`src/rtl/fetch_unit.sv`:
```
// Instruction fetch stage: PC register, combinational ROM address, and a registered
// instruction/PC pair for decode with branch redirect and HALT freeze.
module fetch_unit #(
  parameter logic [7:0] START_ADDR = 8'd0,
  parameter logic [7:0] HALT_OP    = 8'b10001000
) (
  input  logic       clk_i,
  input  logic       rst_ni,
  input  logic       start_i,
  input  logic [7:0] start_pc_i,
  output logic [7:0] instr_addr_o,
  input  logic [7:0] instr_data_i,
  input  logic       stall_i,
  input  logic       branch_taken_i,
  input  logic       branch_back_i,
  input  logic [7:0] branch_off_i,
  output logic [7:0] instr_o,
  output logic [7:0] instr_pc_o,
  output logic       instr_valid_o,
  output logic       halted_o
);

  typedef enum logic [1:0] {S_IDLE, S_RUN, S_HALT} state_t;

  state_t     state_q;
  logic [7:0] pc_q;
  logic [7:0] instr_q;
  logic [7:0] instr_pc_q;
  logic       valid_q;
  logic       halted_q;
  logic [7:0] br_target;

  // Branch distance is relative to the instruction being resolved, not the PC.
  assign br_target = branch_back_i ? (instr_pc_q - branch_off_i)
                                   : (instr_pc_q + 8'd1 + branch_off_i);

  always_ff @(posedge clk_i or negedge rst_ni) begin
    if (!rst_ni) begin
      state_q    <= S_IDLE;
      pc_q       <= START_ADDR;
      instr_q    <= 8'd0;
      instr_pc_q <= 8'd0;
      valid_q    <= 1'b0;
      halted_q   <= 1'b0;
    end else if (start_i) begin
      state_q  <= S_RUN;
      pc_q     <= start_pc_i;
      valid_q  <= 1'b0;
      halted_q <= 1'b0;
    end else begin
      case (state_q)
        S_RUN: begin
          if (!stall_i) begin
            if (branch_taken_i && valid_q) begin
              pc_q    <= br_target;
              valid_q <= 1'b0;
            end else begin
              instr_q    <= instr_data_i;
              instr_pc_q <= pc_q;
              valid_q    <= 1'b1;
              if (instr_data_i == HALT_OP) begin
                state_q  <= S_HALT;
                halted_q <= 1'b1;
              end else begin
                pc_q <= pc_q + 8'd1;
              end
            end
          end
        end
        S_HALT: begin
          // HALT byte is handed to decode once, then the stage goes quiet.
          if (!stall_i) valid_q <= 1'b0;
        end
        default: begin
          valid_q <= 1'b0;
        end
      endcase
    end
  end

  assign instr_addr_o  = pc_q;
  assign instr_o       = instr_q;
  assign instr_pc_o    = instr_pc_q;
  assign instr_valid_o = valid_q;
  assign halted_o      = halted_q;

endmodule

```
`config.mk`:
```
export PLATFORM = sky130hd
export DESIGN_NAME = fetch_unit
export DESIGN_NICKNAME = d
export VERILOG_FILES = /design/src/rtl/fetch_unit.sv
export SDC_FILE = /design/constraint.sdc
export NUM_CORES = 1
export LEC_CHECK = 0
export ABC_CLOCK_PERIOD_IN_PS = 5830
export CAP_MARGIN = 20
export CORE_ASPECT_RATIO = 0.9
export CORE_MARGIN = 2
export CORE_UTILIZATION = 53
export DETAILED_ROUTE_END_ITERATION = 6
export GPL_ROUTABILITY_DRIVEN = 0
export PLACE_DENSITY = 0.95
export SKIP_CTS_REPAIR_TIMING = 1
export SLEW_MARGIN = 20
export SYNTH_ARGS = -nofsm -noshare
export SYNTH_HDL_FRONTEND = slang
export SYNTH_SLANG_ARGS = --single-unit
```
`constraint.sdc`:
```
create_clock -name clk_i -period 5.83 [get_ports clk_i]
set_clock_uncertainty 0.05 [all_clocks]
set_input_delay 0.8745 -clock clk_i [delete_from_list [all_inputs] [get_ports clk_i]]
set_output_delay 0.8745 -clock clk_i [all_outputs]
set_load 0.03 [all_outputs]
```
# Yosys cells after proc, flatten, opt, wreduce, memory -nomap -nowiden
# Index checks and enable logic that the tools add are counted.
[word_totals]
regBits = 28
inputBits = 30
output_inout_bits = 26
wordCells = 49
[classes]
add_sub_neg = 4
n_eq_ne = 8
n_mux = 21
n_bitwise = 3
reduce_logical = 7
[op_table]
columns = ["op", "count"]
rows = [
  ["2-to-1 mux 8 bit", 6],
  ["adder 8 x 1 -> 8 bit (second input constant)", 2],
  ["2-to-1 mux 2 bit", 5],
  ["2-to-1 mux 1 bit", 9],
  ["inequality test 3 bit (second input constant)", 3],
  ["adder 8 bit", 1],
  ["== test 8 bit (second input constant)", 1],
  ["AND reduction 4 bit", 2],
  ["subtractor 8 bit", 1],
  ["inequality test 2 bit (second input constant)", 2],
  ["nonzero test 2 bit", 2],
  ["inverter 1 bit", 3],
  ["AND reduction 3 bit", 1],
  ["== test 2 x 1 -> 1 bit (second input constant)", 1],
  ["== test 2 bit (second input constant)", 1],
  ["case mux 1 bit (2 select lines)", 1],
  ["AND reduction 2 bit", 1],
  ["logical AND 1 bit", 1],
]

# Depth between registers and ports, before layout
[logic_depth]
ltp_word = 7
depth_mapped = 8
depth_no_buf = 8

# Least setup slack after synthesis
# OpenSTA, ideal clock, no wires.
[synth_path]
path_type = "input port to flip-flop"
start = "input branch_off_i[0]"
end = "register pc_q[6], in the netlist instr_addr_o[6]"
setup_ps = 120
t_arrival_ps = 2237
required_time_ps = 5660
setup_slack_ps = 3424
path_stages = 7
n_path_buf = 0
path_cell_list = "ha_1 -> fa_1 -> nor2b_1 -> o31a_1 -> o31ai_1 -> a211o_2 -> and3_1"
[synth_between]
elab_chain_len = 6
[synth_rtl]
columns = ["element", "line_no", "source"]
rows = [
  ["start: declaration", "16", "input logic [7:0] branch_off_i,"],
  ["adder 8 bit / subtractor 8 bit (equally long branches)", "35, 34", ""],
  ["2-to-1 mux 8 bit (*)", "34", "assign br_target = branch_back_i ? (instr_pc_q - branch_off_i)"],
  ["2-to-1 mux 8 bit (*)", "54", "if (branch_taken_i && valid_q) begin"],
  ["2-to-1 mux 8 bit (*)", "53", "if (!stall_i) begin"],
  ["2-to-1 mux 8 bit (*)", "51", "case (state_q)"],
  ["2-to-1 mux 8 bit (*)", "45", "end else if (start_i) begin"],
  ["end signal: assignment", "47", "pc_q <= start_pc_i;"],
  ["end signal: assignment", "55", "pc_q <= br_target;"],
  ["end signal: assignment", "65", "pc_q <= pc_q + 8'd1;"],
  ["end: declaration", "26", "logic [7:0] pc_q;"],
]
# Every way passes the cells marked *; elsewhere a longest branch is shown, timed or not. The select of a mux whose other input is x is not followed.
# A chain may end at the register's enable or synchronous reset.

# Worst setup path in the final report
[layout_path]
start = "input start_i"
end = "register pc_q[7], in the netlist instr_addr_o[7]"
[layout_between]
elab_chain_len = 2
[layout_rtl]
columns = ["element", "line_no", "source"]
rows = [
  ["start: declaration", "9", "input logic start_i,"],
  ["inequality test 3 bit (no source line) (tied with other cells)", "--", ""],
  ["AND reduction 3 bit (no source line)", "--", ""],
]
# Parallel ways exist; a longest one is shown, timed or not.

==> flow_metrics.tcl <==
set metrics [dict create \
    status "finished clean" \
    cp.buffers_inverters 1 \
    required_ns 5.93 \
    num_rows 21 \
    design.portCount 56 \
    hp-class "flop to flop" \
    insertedDiodeCount 0 \
    drive_gt1_frac 0.122 \
    synth-xor-area-share 0.0333 \
    syn_area_sq_um 2100 \
    drc 0 \
    synth_edf_count 0 \
    portBuffers 55 \
    worst_slack_ns 2.95 \
    numCtsBuffers 3 \
    cts_buffer_depth 2 \
    synth_cells 219 \
    setup_viol 0 \
    register_area_sq_um 676 \
    via_per_inst 6.01 \
    max_freq_ghz 0.347 \
    ys_seq_elements 27 \
    synth_simple_gate_area_share 0.202 \
    num_vias 1905 \
    synthMuxAreaShare 0.0958 \
    drt-total-wl_um 5180 \
    min-delay-start "instr_o[2]" \
    place_ws_ns 2.69 \
    synth_async_sr_flop_share 1.00 \
    core_area_sq_um 3760 \
    grt_pass1_wl_um 8720 \
    wl_met3_um 321 \
    worstRegToRegCells 8 \
    avgSynthCellArea_sq_um 9.60 \
    wl_per_cell_um 16.3 \
    globalRouteTotalUtil 0.244 \
    ant_nets 0 \
    hold_viol 0 \
    area_delta_synth_final_pct 29.5 \
    die_h_um 63.8 \
    fin_crit_ns 2.88 \
    drt-met1-wl_um 2290 \
    syn-num-nets 267 \
    htreeDepth 1 \
    criticalPathCategory "input pin to flop" \
    worst_pin_slew_ns 0.835 \
    clock_sinks 27 \
    fin_nets 320 \
    critPathTopFamily "buffers and inverters" \
    grt_max_degree 28 \
    start_util 0.560 \
    synth_compound_area_frac 0.189 \
    slowest_delay_ns 1.01 \
    power.density_nw_per_um2 285 \
    cts_tree "done" \
    drt_first_iter_violations 190 \
    yosysSeqAreaShare 0.321 \
    cap_violations 0 \
    multi_input_area_sq_um 1330 \
    die_width_um 70.4 \
    startpoint_type "input pin" \
    dr.pass1.iters 4 \
    first_global_vias 1807 \
    cts_root_buf "clkbuf_8" \
    slew_viol_final 0 \
    final_area_sq_um 2720 \
    top_layer "met4" \
    crit_path_end_kind "flop" \
    overflow 0 \
    dpl.hpwl_um 3950 \
    r2r-end "instr_addr_o[6]" \
    ir_drop_mv 0.216 \
    ys_warn_count 0 \
    placed_cell_area_sq_um 2680 \
    power_w 0.000775 \
    crit_chain "clkdlybuf4s50_1 -> nor4b_2 -> nand2_2 -> nor2_1 -> a221oi_1 -> o31ai_2" \
    clkTransAtPathRegs_ns 0.10 \
    slew_headroom 0.442 \
    synth.distinct_cells 50 \
    arrival_ns 2.98 \
    holdPathStages 1 \
    crit_fanout 24 \
    hold_end "instr_o[2]" \
    tns_ns 0 \
    die_area_sq_um 4490 \
    synth_ff_type "dfrtp_1" \
    clock_latency_ns 0.27 \
    cpMaxStageDelayCell "clkdlybuf4s50_1" \
    min_period_over_period 0.495 \
    rsz0062_at_grt "no" \
    synth_top_family_by_area "simple AND/OR/NAND/NOR gates" \
    synth_fa_ha_area_frac 0.114 \
    timing.rr.start "instr_pc_o[0]" \
    dr_wl_met2_um 2450 \
    n_fill_cell 301 \
    leakage_nw 1.13 \
    antenna_found_initial 0 \
    r2r_slack_ns 3.65 \
]
## where the power goes
| group | internal (W) | switching, W | total [W] |
|---|---|---|---|
| clock network | 0.0000479 | 0.0000586 | 0.000107 |
| registers | 0.000222 | 0.0000384 | 0.000260 |
| logic | 0.000188 | 0.000221 | 0.000408 |
## flip-flops by register name (all words and copies together), names as in the netlist
signal and flops:
instr_addr_o 8, instr_o 8, instr_pc_o 8, state_q 1
halted_o 1, instr_valid_o 1
## worst reg2reg max path, stage by stage, from the launching register on
cell and delay [ns]:
dfrtp_1 0.38, inv_1 0.08, ha_1 0.21, fa_1 0.41, nor2b_1 0.19, o31a_1 0.17
o31ai_1 0.09, a211o_2 0.33, and3_1 0.15
## how the worst max path moves through the flow
stage / from / to / cells after the start
after CTS: start_i / instr_addr_o[7] / 6
after floorplan: branch_off_i[0] / instr_addr_o[6] / 7
after detailed placement: start_i / instr_addr_o[7] / 6
after global placement: branch_off_i[1] / instr_addr_o[3] / 8
after global routing: start_i / instr_pc_o[7] / 4
final: start_i / instr_addr_o[7] / 6
## cells in the mapped netlist, drive strengths merged, types with 2 or more instances
cell | n | area [sq um]
dfrtp | 27 | 676
mux2 | 17 | 191
ha | 16 | 200
inv | 14 | 52.6
nand2 | 13 | 51.3
nor2 | 12 | 45.0
o21ai | 11 | 55.1
a21oi | 9 | 45.0
nand3 | 8 | 40.0
o31ai | 7 | 57.6
nand2b | 6 | 37.5
nor3 | 6 | 30.0
buf | 5 | 30.0
o21a | 5 | 37.5
a31oi | 4 | 25.0
nor3b | 4 | 30.0
nor4 | 4 | 25.0
o211ai | 4 | 30.0
xnor2 | 4 | 35.0
xor2 | 4 | 35.0
and3 | 3 | 18.8
clkbuf | 3 | 11.3
nor4b | 3 | 62.6
a211o | 2 | 18.8
a21o | 2 | 15.0
a221oi | 2 | 17.5
and2 | 2 | 12.5
fa | 2 | 40.0
nor2b | 2 | 12.5
o2111ai | 2 | 17.5
o21ba | 2 | 20.0
or3 | 2 | 12.5
or4 | 2 | 15.0
## stage by stage
stage / cells / utilization / hold WS, ns
2_1_floorplan: 219 / - / 0.487
3_3_place_gp: 313 / 0.713 / 0.437
3_5_place_dp: 313 / 0.713 / 0.445
4_1_cts: 317 / 0.725 / 0.469
5_1_grt: 317 / 0.725 / 0.479
6_report: 317 / 0.725 / 0.468
## area by class of cell
cell class,count,share of cell area
multi-input combinational,170,0.490
sequential,27,0.248
timing repair buffer,56,0.205
tap,46,0.0211
inverter,14,0.0193
clock buffer,3,0.0152
clock inverter,1,0.00184
## kinds of logic after synthesis
group / after synthesis
buf+inv: 22
simple gates: 71
flops: 27
fa+ha+maj: 18
mux: 18
compound gates: 55
xor+xnor: 8
## cell usage in the layout (no fill, tap or decap), types with 3 or more instances in the layout
| master | n |
|---|---|
| o21a_1 | 5 |
| nand2_1 | 12 |
| a21oi_1 | 9 |
| xnor2_1 | 4 |
| ha_1 | 16 |
| dfrtp_1 | 27 |
| mux2_2 | 16 |
| nor2_1 | 12 |
| clkdlybuf4s50_1 | 55 |
| inv_1 | 13 |
| nand2b_1 | 6 |
| a31oi_1 | 4 |
| o21ai_0 | 11 |
| xor2_1 | 4 |
| nor3b_1 | 4 |
| o211ai_1 | 4 |
| o31ai_1 | 6 |
| clkbuf_8 | 3 |
| nand3_1 | 8 |
| nor4_1 | 4 |
| and3_1 | 3 |
| nor3_1 | 6 |
## per-layer routing
layer / vias to the layer above / track usage
met5: - / 0
met3: 14 / 0.0442
met2: 79 / 0.395
li1: 910 / -
met1: 902 / 0.340
met4: 0 / 0.0601
Power figures use the tool's default switching activity.
